File: config.mk
export PLATFORM = sky130hd
export DESIGN_NAME = fetch_sequencer
export DESIGN_NICKNAME = d
export VERILOG_FILES = /design/src/rtl/core_pkg.sv /design/src/rtl/pc_next.sv /design/src/rtl/fetch_sequencer.sv
export SDC_FILE = /design/constraint.sdc
export NUM_CORES = 1
export LEC_CHECK = 0
export BUFFER_PORTS_ARGS = -buffer_cell sky130_fd_sc_hd__buf_4
export CORE_MARGIN = 4
export CORE_UTILIZATION = 45
export DETAILED_ROUTE_END_ITERATION = 12
export PLACE_DENSITY = 0.77
export SYNTH_ARGS = -nofsm -noshare
export SYNTH_HDL_FRONTEND = slang
export SYNTH_SLANG_ARGS = --single-unit
export TNS_END_PERCENT = 5
File: constraint.sdc
create_clock -name clk_i -period 3.1 [get_ports clk_i]
set_input_delay 0.31 -clock clk_i [delete_from_list [all_inputs] [get_ports clk_i]]
set_output_delay 0.31 -clock clk_i [all_outputs]
set_load 0.05 [all_outputs]
File: src/rtl/core_pkg.sv
// rtl/core_pkg.sv - shared constants and enums for the fetch sequencer
package core_pkg;
    localparam int PC_W = 8;
    localparam logic [7:0] HALT_OP     = 8'b10001000;
    localparam logic [7:0] PROG0_START = 8'd0;
    localparam logic [7:0] PROG1_START = 8'd93;
    localparam logic [7:0] PROG2_START = 8'd139;

    typedef enum logic [1:0] {IDLE, RUN, HALT} fetch_state_e;

    typedef enum logic [2:0] {PC_HOLD, PC_INC, PC_FWD, PC_BWD, PC_ENTRY} pc_sel_e;
endpackage

File: src/rtl/pc_next.sv
// rtl/pc_next.sv - combinational next-PC selection
module pc_next
    import core_pkg::*;
#(
    parameter int PC_W = 8
) (
    input  pc_sel_e          sel_i,
    input  logic [PC_W-1:0]  pc_i,
    input  logic [PC_W-1:0]  issue_pc_i,
    input  logic [PC_W-1:0]  off_i,
    input  logic [PC_W-1:0]  entry_i,
    output logic [PC_W-1:0]  next_pc_o
);
    // Branch targets are relative to the instruction after the branch; wrap is silent.
    always_comb begin
        next_pc_o = pc_i;
        case (sel_i)
            PC_INC:   next_pc_o = pc_i + PC_W'(1);
            PC_FWD:   next_pc_o = issue_pc_i + PC_W'(1) + off_i;
            PC_BWD:   next_pc_o = issue_pc_i + PC_W'(1) - off_i;
            PC_ENTRY: next_pc_o = entry_i;
            default:  next_pc_o = pc_i;
        endcase
    end
endmodule

File: src/rtl/fetch_sequencer.sv
// rtl/fetch_sequencer.sv - program counter, issue slot and run control for the ROM fetch
module fetch_sequencer
    import core_pkg::*;
#(
    parameter int              PC_W        = core_pkg::PC_W,
    parameter logic [PC_W-1:0] PROG0_START = core_pkg::PROG0_START,
    parameter logic [PC_W-1:0] PROG1_START = core_pkg::PROG1_START,
    parameter logic [PC_W-1:0] PROG2_START = core_pkg::PROG2_START,
    parameter logic [7:0]      HALT_OP     = core_pkg::HALT_OP,
    parameter int              CNT_W       = 16
) (
    input  logic             clk_i,
    input  logic             rst_ni,
    input  logic             start_i,
    input  logic [1:0]       prog_sel_i,
    input  logic             stall_i,
    input  logic             br_fwd_i,
    input  logic             br_bwd_i,
    input  logic             br_taken_i,
    input  logic [PC_W-1:0]  br_off_i,
    output logic [PC_W-1:0]  inst_addr_o,
    input  logic [7:0]       inst_data_i,
    output logic [7:0]       inst_o,
    output logic [PC_W-1:0]  issue_pc_o,
    output logic             inst_valid_o,
    output logic             busy_o,
    output logic             done_o,
    output logic [CNT_W-1:0] cycle_cnt_o,
    output logic             err_o
);
    fetch_state_e     state_q, state_d;
    logic [PC_W-1:0]  pc_q, pc_d, issue_pc_q, issue_pc_d, entry;
    logic [7:0]       inst_q, inst_d;
    logic             valid_q, valid_d, err_q, err_d, busy_q, busy_d, done_q, done_d;
    logic [CNT_W-1:0] cnt_q, cnt_d;
    pc_sel_e          pc_sel;

    always_comb begin
        case (prog_sel_i)
            2'd0:    entry = PROG0_START;
            2'd1:    entry = PROG1_START;
            default: entry = PROG2_START;
        endcase
    end

    pc_next #(.PC_W(PC_W)) u_pc_next (
        .sel_i      (pc_sel),
        .pc_i       (pc_q),
        .issue_pc_i (issue_pc_q),
        .off_i      (br_off_i),
        .entry_i    (entry),
        .next_pc_o  (pc_d)
    );

    always_comb begin
        state_d    = state_q;
        inst_d     = inst_q;
        issue_pc_d = issue_pc_q;
        valid_d    = valid_q;
        cnt_d      = cnt_q;
        err_d      = err_q;
        pc_sel     = PC_HOLD;
        case (state_q)
            IDLE: begin
                if (start_i) begin
                    if (prog_sel_i != 2'd3) begin
                        pc_sel  = PC_ENTRY;
                        valid_d = 1'b0;
                        cnt_d   = '0;
                        err_d   = 1'b0;
                        state_d = RUN;
                    end else begin
                        err_d = 1'b1;
                    end
                end
            end
            RUN: begin
                if (!stall_i) begin
                    cnt_d = (&cnt_q) ? cnt_q : cnt_q + CNT_W'(1);
                    if (valid_q && inst_q == HALT_OP) begin
                        valid_d = 1'b0;
                        state_d = HALT;
                    end else begin
                        if (valid_q && br_fwd_i && br_bwd_i) begin
                            err_d = 1'b1;
                        end
                        // A taken branch redirects the PC and squashes the fetch in flight.
                        if (valid_q && br_taken_i && (br_fwd_i ^ br_bwd_i)) begin
                            pc_sel  = br_fwd_i ? PC_FWD : PC_BWD;
                            valid_d = 1'b0;
                        end else begin
                            inst_d     = inst_data_i;
                            issue_pc_d = pc_q;
                            valid_d    = 1'b1;
                            pc_sel     = PC_INC;
                        end
                    end
                end
            end
            HALT: state_d = IDLE;
            default: state_d = IDLE;
        endcase
        busy_d = (state_d == RUN);
        done_d = (state_d == HALT);
    end

    always_ff @(posedge clk_i or negedge rst_ni) begin
        if (!rst_ni) begin
            state_q    <= IDLE;
            pc_q       <= '0;
            inst_q     <= '0;
            issue_pc_q <= '0;
            valid_q    <= 1'b0;
            cnt_q      <= '0;
            err_q      <= 1'b0;
            busy_q     <= 1'b0;
            done_q     <= 1'b0;
        end else begin
            state_q    <= state_d;
            pc_q       <= pc_d;
            inst_q     <= inst_d;
            issue_pc_q <= issue_pc_d;
            valid_q    <= valid_d;
            cnt_q      <= cnt_d;
            err_q      <= err_d;
            busy_q     <= busy_d;
            done_q     <= done_d;
        end
    end

    assign inst_addr_o  = pc_q;
    assign inst_o       = inst_q;
    assign issue_pc_o   = issue_pc_q;
    assign inst_valid_o = valid_q;
    assign busy_o       = busy_q;
    assign done_o       = done_q;
    assign cycle_cnt_o  = cnt_q;
    assign err_o        = err_q;
endmodule

==> results of run 1 <==
==> metrics by stage <==
| stage | utilization (%) | worst slack [ps] | hold WS (ps) | cells | total power, mW |
|---|---|---|---|---|---|
| CTS | 59.0 | 163 | 21.5 | 423 | 3.49 |
| global route | 59.0 | 25.2 | 42.9 | 423 | 3.70 |
| floorplan | - | 160 | 14.4 | 272 | 2.45 |
| detailed placement | 57.1 | 126 | 355 | 415 | 3.04 |
| finish | 59.0 | 186 | 0.713 | 423 | 3.47 |
| global placement | 57.1 | 210 | 356 | 415 | 3.00 |
==> cells by family (layout without fill, tap and decap cells) <==
logic type / Yosys count / in the layout / synth area share (%)
AOI/OAI and AO/OA: 30 / 30 / 9.43
xor gates and xnor gates: 38 / 38 / 11.9
adders and majority gates: 13 / 13 / 6.08
buffers and inverters: 10 / 86 / 1.52
DFF: 46 / 46 / 41.1
muxes: 21 / 21 / 8.36
and+or+nand+nor: 114 / 114 / 21.6
==> final cells by class <==
| type | instances | area share [%] |
|---|---|---|
| inverters | 4 | 0.425 |
| clock inverters | 2 | 1.06 |
| repair buffers | 74 | 15.7 |
| multi-input cells | 216 | 45.5 |
| flip-flops and latches | 46 | 32.6 |
| well taps | 75 | 2.66 |
| clock buffers | 6 | 2.05 |
==> registers in the layout, indices dropped and copies added, names as in the netlist <==
register and count:
busy_o 1, cycle_cnt_o 16, done_o 1, err_o 1, inst_addr_o 8, inst_o 8, inst_valid_o 1, issue_pc_o 8
state_q 2
==> power groups by stage <==
| stage | Sequential (mW) | Clock [mW] | Combinational (mW) |
|---|---|---|---|
| 4_1_cts | 1.04 | 0.458 | 2.00 |
| 2_1_floorplan | 1.60 | 0 | 0.854 |
| 6_report | 1.04 | 0.448 | 1.99 |
| 3_3_place_gp | 1.04 | 0 | 1.96 |
| 5_1_grt | 1.07 | 0.493 | 2.14 |
| 3_5_place_dp | 1.05 | 0 | 1.99 |
==> worst max path at each step <==
stage / endpoint / slack [ps]
2_1_floorplan: inst_addr_o[7]$_DFFE_PN0P_ / 160
3_3_place_gp: inst_addr_o[7]$_DFFE_PN0P_ / 210
3_5_place_dp: inst_addr_o[7]$_DFFE_PN0P_ / 130
4_1_cts: inst_addr_o[7]$_DFFE_PN0P_ / 160
5_1_grt: inst_addr_o[7]$_DFFE_PN0P_ / 30
6_report: inst_addr_o[7]$_DFFE_PN0P_ / 190
==> layer usage <==
metal | part of all wire [%] | GRT usage, %
met5 | 0 | 0
met4 | 0.94 | 4.11
met3 | 6.6 | 4.54
met2 | 46 | 29.4
met1 | 46 | 26.0
==> layout by cell type, fill, tap and decap left out, drive strengths merged, types with 6 or more instances in the layout <==
cell type / instances
a21oi: 6
and2: 7
and3: 11
buf: 74
clkbuf: 6
dfrtp: 46
ha: 12
mux2: 19
nand2: 22
nand3: 16
nand4: 6
nor2: 30
nor2b: 7
xnor2: 18
xor2: 20
==> run_results.csv, run 1 <==
group,metric,value,unit
outcome,run_status,"finished, final reports clean",
power_and_ir_drop,p_per_area,983,mW/mm²
cts,numCtsBuffers,5,
yosys,synth.largest_area_cell,"dfrtp_1",
die,fp.dieH,86.9,µm
setup_path,crit_chain,"or3b_4, a211oi_4, mux2i_1, ha_1, nor2b_1, o2111ai_1, nand3_1, o41ai_1, xnor2_1, o221ai_1",
placement,place_congestion,0.865,
timing,tightest_slew,582,ps
die,start_util,46.7,%
timing,final.setup_skew,7.51,ps
die,core_area,0.00599,mm²
setup_path,criticalPathCategory,"reg2reg",
power_and_ir_drop,intPower,1.77,mW
yosys,synth_fp_nets,310,
setup_path,cpLargestDelayFamily,"compound AO/OA/AOI/OAI gates",
yosys,synth.area.top_cells,"dfrtp_1 41%, mux2_1 6.8%, xor2_1 6.3%",
cts,clockRootBuffer,"clkbuf_8",
setup_path,slowest_stage,"or3b_4",
die,io_pins,69,
global_routing,antenna_found_initial,0,
global_routing,grt_max_degree,47,
drt,wirelength,6620,µm
timing,fin_crit,2910,ps
timing,finalSetupTns,0,ps
yosys,synth_edf_count,0,
setup_path,cp_num_buf_inv,0,
die,die-area,0.00755,mm²
setup_path,r2r-end,"inst_addr_o[7]$_DFFE_PN0P_",
layout,drive_above_1_share,27.3,%
cts,path_clk_slew,90,ps
cts,cts_tree,"yes",
drt,drtIter0Drc,107,
setup_path,ff2ff_setup_slack,190,ps
setup_path,cp_num_cells,10,
cts,cts_resized,0,
power_and_ir_drop,p_clk_share,12.9,%
drt,routed_via_density,5.34,
yosys,ys_types,45,
power_and_ir_drop,p_comb_share,57.3,%
timing,drv_slew,0,
yosys,synth_cells,272,
yosys,yosysMostFrequentCell,"dfrtp_1",
setup_path,cp-start-kind,"register",
global_routing,grt_overflow,0,
timing,setup_viol,0,
cts,cts_num_sinks,46,
timing,max_slew_margin,61.2,%
drt,ant_nets,0,
timing,max_freq,343,MHz
cts,clockBufferDepth,2,
die,placementRows,28,
drt,firstDrtPassIters,4,
yosys,synth.avg_cell_area,10.3,µm²
setup_path,slowest_delay,440,ps
layout,layout.nets,385,
global_routing,grtUsageTotal,18.6,%
layout,regArea,0.00115,mm²
placement,placed_area,0.00342,mm²
power_and_ir_drop,switching_share,48.9,%
setup_path,cp.required,3270,ps
cts,htree_num_levels,2,
layout,area_growth,26.1,%
die,die_x,86.9,µm
setup_path,cp_max_fo,5,
yosys,ys_seq_area_share,41.1,%
yosys,ys_top_cells_by_count,"46 x dfrtp_1, 30 x nor2_1, 22 x nand2_1",
cts,ctsHoldBuffers,0,
layout,multi_input_area,0.00161,mm²
drt,wl_per_cell,15.7,µm
placement,hpwl,5060,µm
setup_path,arrival,3080,ps
layout,fin_area,0.00353,mm²
global_routing,grt_pass1_vias,2296,
run,maxCapViolCount,0,
timing,final-hold-violation-count,0,
yosys,ys.flop_type,"dfrtp_1",
yosys,synth.cell_area,0.00280,mm²
setup_path,cp-end-kind,"register",
yosys,synthArstFlopShare,100,%
yosys,ys_seq_elements,46,
setup_path,worstSetupStartpoint,"state_q[0]$_DFF_PN0_",
timing,finalCritPeriodShare,94.0,%
power_and_ir_drop,switching_power,1.70,mW
drt,drc,0,
setup_path,rr_startpoint,"state_q[0]$_DFF_PN0_",
power_and_ir_drop,ir_drop,0.513,mV
hold_path,hold_class,"in2async",
drt,vias,2257,
power_and_ir_drop,p_leak,1.63,nW
layout,n_fill_cell,522,
cts,clock_latency,300,ps
placement,io_buffers,68,
global_routing,grt_pass1_wl,11200,µm
yosys,ys_warn_count,0,
timing,rsz0062_at_grt,"false",
power_and_ir_drop,sequentialPowerShare,29.8,%
yosys,netlist.area_leader.share,41.1,%
setup_path,reg2reg_depth,10,
layout,n_antenna_cell,0,
cts,cts_setup_buffers,0,
No activity file was read; power rests on OpenSTA's default activity.
==> run 2, diff against run 1 <==
REMOVE_ABC_BUFFERS = 1   (was default)
==> run 2 against run 1 <==
Net effect: the flow now finishes with violations (hold timing); worst setup slack better by 19 ps; first-iteration DRC count is 14% lower; cell count is 0.24% lower; sequential cell count stayed put; worst hold slack worse by 3.7 ps; routed wire length is 5.7% lower; largest cell class unchanged.
==> run_results.csv, run 2 (same netlist as run 1, synthesis figures left out) <==
group,metric,value,unit
outcome,run_status,"finished, violations left",
outcome,failed_checks,"hold timing",
power_and_ir_drop,p_per_area,964,mW/mm²
drt,wl_met2,3280,µm
layout,regArea,0.00115,mm²
drt,ant_nets,0,
setup_path,cp-end-kind,"register",
timing,finalCritPeriodShare,93.4,%
layout,final_cell_mix,"74 x buf_4, 46 x dfrtp_1, 30 x nor2_1",
power_and_ir_drop,ir_drop,0.893,mV
power_and_ir_drop,switching_power,1.69,mW
die,start_util,46.7,%
layout,n_antenna_cell,0,
layout,final_common_cell,"buf_4",
die,die-area,0.00755,mm²
drt,wl_met1,2600,µm
setup_path,ff2ff_setup_slack,200,ps
timing,max_slew_margin,59.0,%
placement,dp_slack,167,ps
setup_path,reg2reg_depth,12,
setup_path,rr_startpoint,"state_q[0]$_DFF_PN0_",
placement,place_congestion,0.886,
drt,maxUsedRoutingLayer,"met4",
global_routing,grt_overflow,0,
layout,stdcell_count,422,
cts,cts_setup_buffers,0,
layout,n_fill_cell,544,
power_and_ir_drop,p_clk_share,10.0,%
layout,final_core_util,58.7,%
drt,wirelength,6250,µm
cts,cts_tree,"yes",
layout,drive_above_1_share,27.1,%
setup_path,criticalPathCategory,"reg2reg",
power_and_ir_drop,switching_share,49.8,%
die,core_area,0.00599,mm²
layout,layout.nets,385,
die,placementRows,28,
timing,setup_viol,0,
hold_path,hold_class,"in2async",
cts,cts_num_sinks,46,
power_and_ir_drop,p_comb_share,59.3,%
timing,tightest_slew,615,ps
global_routing,grt_pass1_vias,2213,
timing,final.setup_skew,6.58,ps
cts,clockRootBuffer,"clkbuf_8",
global_routing,grt_max_degree,47,
setup_path,arrival,3060,ps
power_and_ir_drop,intPower,1.70,mW
setup_path,slowest_delay,450,ps
drt,wl_per_cell,14.8,µm
timing,whs,-3.03,ps
timing,max_freq,345,MHz
setup_path,slowest_stage,"or3b_4",
drt,routed_via_density,5.39,
timing,setup_slack,205,ps
cts,path_clk_slew,80,ps
setup_path,cp_max_fo,6,
layout,area_growth,25.5,%
global_routing,antenna_found_initial,0,
die,fp.dieH,86.9,µm
setup_path,cp-start-kind,"register",
power_and_ir_drop,p_leak,1.63,nW
cts,clockBufferDepth,2,
placement,hpwl,4980,µm
power_and_ir_drop,sequentialPowerShare,30.7,%
setup_path,r2r-end,"inst_addr_o[6]$_DFFE_PN0P_",
setup_path,worstSetupStartpoint,"state_q[0]$_DFF_PN0_",
drt,vias,2275,
timing,rsz0062_at_grt,"true",
cts,numCtsBuffers,5,
die,die_x,86.9,µm
die,io_pins,69,
cts,htree_num_levels,2,
drt,drtIter0Drc,92,
layout,multi_input_area,0.00162,mm²
timing,fin_crit,2900,ps
run,maxCapViolCount,0,
setup_path,endpoint,"inst_addr_o[6]$_DFFE_PN0P_",
placement,io_buffers,68,
global_routing,grt_pass1_wl,10300,µm
setup_path,cp.required,3270,ps
cts,clock_latency,290,ps
layout,largest_reg_flops,16,
global_routing,grtUsageTotal,17.2,%
timing,final-hold-violation-count,2,
placement,placed_cells,415,
drt,drc,0,
timing,drv_slew,0,
drt,route.met3.wl,306,µm
drt,firstDrtPassIters,4,
setup_path,cp_common_cell,"a21oi_1",
setup_path,crit_chain,"or3b_4, a211oi_4, buf_4, nor2_1, xnor2_1, ha_1, a21oi_1, nand2_1, a21o_1, a21oi_1, xor2_1, o221ai_1",
==> run 2: changes by cell type in the layout (fill, tap and decap cells not counted) <==
cell,change
o41ai_1,-1
o41ai_2,+1
nor4b_2,-1
clkbuf_1,+1
clkinvlp_4,-1
bufinv_16,-1
nor4b_4,+1
==> run 2: metal layers <==
metal	vias up	global-route usage, %
met2	52	30.0
met1	1104	21.8
met3	5	3.12
li1	1114	-
met4	0	4.67
met5	-	0
==> run 2: worst min-delay path by stage <==
stage	startpoint	end	slack, ps	cells past startpoint
2_1_floorplan	rst_ni	busy_o$_DFF_PN0_	10	0
3_3_place_gp	rst_ni	cycle_cnt_o[4]$_DFFE_PN0P_	350	1
3_5_place_dp	rst_ni	cycle_cnt_o[5]$_DFFE_PN0P_	350	1
4_1_cts	rst_ni	done_o$_DFF_PN0_	20	1
5_1_grt	rst_ni	cycle_cnt_o[5]$_DFFE_PN0P_	50	1
6_report	rst_ni	cycle_cnt_o[3]$_DFFE_PN0P_	-3	1
==> run 2: through the flow <==
stage,power [mW],setup TNS [ps],cell area [µm²]
after global routing,3.60,-5.80,3510
after CTS,3.40,0,3500
after floorplan,2.44,0,2770
after global placement,3.01,0,3420
final,3.39,0,3510
after detailed placement,3.05,0,3420
==> run 2: power groups by stage <==
stage / clock [mW] / sequential (mW) / combinational [mW]
global placement: 0 / 1.04 / 1.97
floorplan: 0 / 1.60 / 0.844
finish: 0.339 / 1.04 / 2.01
global route: 0.381 / 1.08 / 2.15
detailed placement: 0 / 1.05 / 2.00
CTS: 0.354 / 1.04 / 2.01
==> run 2: cell type report <==
cell class	count	share of cell area [%]
multi-input cells	216	46.2
flip-flops and latches	46	32.8
repair buffers	74	15.8
well taps	75	2.67
clock buffers	7	2.17
inverters	4	0.427
==> run 2: repair_timing <==
item                                    4_1_cts  5_1_grt
endpoints found under the setup margin        0        2
gates resized for setup                       0        2
hold buffers                                  0        0
==> run 2: worst max-delay path: cells and delay by family (launching register included) <==
kind,cells,cell delay (ps)
fa+ha+maj,1,290
xor+xnor,2,370
compound gates,5,920
flops,1,400
simple gates,3,600
buf+inv,1,200
==> run 3, diff against run 2 <==
SETUP_SLACK_MARGIN = 0.3   (was default)
==> run 3 against run 2 <==
Net effect: the run now ends clean; critical path depth shrank 2; first-iteration DRC count down 8.7%; cell count grew 1.2%; sequential share of layout area shrank 0.55 points; sequential power is essentially flat; design area is 1.7% higher; clock-buffer cell count unchanged; register-to-register slack better by 80 ps; via count rose by 2.8%; worst hold slack better by 6.7 ps; largest power group unchanged.
==> run_results.csv, run 3 (same netlist as run 1, synthesis figures left out) <==
group,metric,value,unit
layout,area_growth,27.7,%
cts,cts_tree,"yes",
timing,rsz0062_at_grt,"true",
setup_path,cp.required,3260,ps
timing,whs,3.62,ps
timing,tightest_slew,616,ps
power_and_ir_drop,ir_drop,0.944,mV
placement,hpwl,4980,µm
drt,vias,2339,
global_routing,grt_pass1_vias,2259,
drt,ant_nets,0,
layout,n_antenna_cell,0,
setup_path,slowest_stage,"or3b_4",
setup_path,slowest_delay,420,ps
cts,clockRootBuffer,"clkbuf_8",
global_routing,grt_overflow,0,
setup_path,arrival,2980,ps
timing,finalSetupTns,0,ps
timing,setup_viol,0,
outcome,run_status,"finished, final reports clean",
setup_path,crit_chain,"or3b_4, a211oi_4, mux2i_1, ha_1, nor2b_1, o2111ai_1, nand3_1, o41ai_2, xnor2_1, o221ai_1",
layout,final_core_util,59.7,%
die,die-area,0.00755,mm²
setup_path,cp-start-kind,"register",
drt,wl_per_cell,15.1,µm
timing,final.setup_skew,6.72,ps
layout,n_fill_cell,532,
cts,cts_num_sinks,46,
drt,firstDrtPassIters,4,
layout,layout.nets,390,
setup_path,rr_startpoint,"state_q[0]$_DFF_PN0_",
setup_path,cp-end-kind,"register",
timing,max_freq,355,MHz
timing,max_slew_margin,59.0,%
drt,drtIter0Drc,84,
layout,drive_above_1_share,29.0,%
setup_path,cp_max_fo,5,
setup_path,endpoint,"inst_addr_o[7]$_DFFE_PN0P_",
placement,place_congestion,0.886,
power_and_ir_drop,p_leak,1.66,nW
setup_path,r2r-end,"inst_addr_o[7]$_DFFE_PN0P_",
timing,final-hold-violation-count,0,
cts,htree_num_levels,2,
layout,largest_reg_flops,16,
die,die_x,86.9,µm
cts,clock_latency,290,ps
hold_path,hold_class,"in2async",
layout,final_cell_mix,"78 x buf_4, 46 x dfrtp_1, 30 x nor2_1",
placement,io_buffers,68,
setup_path,ff2ff_setup_slack,280,ps
timing,drv_slew,0,
drt,wirelength,6440,µm
global_routing,grt_pass1_wl,10400,µm
layout,final_common_cell,"buf_4",
cts,path_clk_slew,80,ps
global_routing,antenna_found_initial,0,
global_routing,grt_max_degree,47,
cts,ctsHoldBuffers,0,
run,maxCapViolCount,0,
drt,drc,0,
die,io_pins,69,
cts,clockBufferDepth,2,
setup_path,worstSetupStartpoint,"state_q[0]$_DFF_PN0_",
cts,numCtsBuffers,5,
setup_path,criticalPathCategory,"reg2reg",
drt,routed_via_density,5.48,
die,start_util,46.7,%
die,core_area,0.00599,mm²
timing,fin_crit,2820,ps
setup_path,reg2reg_depth,10,
power_and_ir_drop,p_per_area,971,mW/mm²
timing,finalCritPeriodShare,90.8,%
die,fp.dieH,86.9,µm
die,placementRows,28,
global_routing,grtUsageTotal,17.4,%
==> run 3: worst min-delay path by stage <==
stage | startpoint | end | slack, ps | cells after the start
after floorplan | rst_ni | busy_o$_DFF_PN0_ | 10 | 0
after global placement | rst_ni | cycle_cnt_o[4]$_DFFE_PN0P_ | 350 | 1
after detailed placement | rst_ni | cycle_cnt_o[5]$_DFFE_PN0P_ | 350 | 1
after CTS | rst_ni | done_o$_DFF_PN0_ | 20 | 1
after global routing | rst_ni | cycle_cnt_o[5]$_DFFE_PN0P_ | 50 | 1
final | rst_ni | cycle_cnt_o[3]$_DFFE_PN0P_ | 4 | 1
==> run 3: final cells by class <==
cell class / count / area (µm²) / share of cell area [%]
multi-input cells: 216 / 1640 / 45.9
clock buffers: 7 / 76.3 / 2.14
well taps: 75 / 93.8 / 2.63
inverters: 4 / 15.0 / 0.420
repair buffers: 79 / 597 / 16.7
flip-flops and latches: 46 / 1150 / 32.2
==> run 3: what timing repair did <==
action	4_1_cts	5_1_grt
resized for setup	3	4
buffers inserted	3	2
endpoints found under the hold margin	0	0
pin swaps	3	8
setup endpoints to repair	3	3
==> run 3: worst max-delay path, delay by kind of cell (launching register included) <==
| family | cells | cell delay [ps] |
|---|---|---|
| compound gates | 4 | 860 |
| flops | 1 | 400 |
| xor+xnor | 1 | 160 |
| mux | 1 | 280 |
| simple gates | 3 | 710 |
| fa+ha+maj | 1 | 260 |
==> run 3: power by group <==
part,internal [mW],switching [mW],total (mW)
sequential,0.783,0.261,1.04
clock,0.155,0.183,0.339
combinational,0.807,1.28,2.09
==> run 3: metrics by stage <==
stage	instances	area [µm²]	setup WS, ps	total power, mW
final	427	3570	285	3.47
after global routing	427	3570	127	3.69
after CTS	425	3540	303	3.44
after detailed placement	415	3420	167	3.05
after global placement	415	3420	234	3.01
after floorplan	266	2770	157	2.44
==> run 3: metal layers <==
metal / track usage [%] / vias up / wire length, µm
li1: - / 1125 / -
met1: 21.4 / 1148 / 2610
met2: 30.9 / 61 / 3410
met3: 3.31 / 5 / 357
met4: 4.82 / 0 / 57
met5: 0 / - / 0
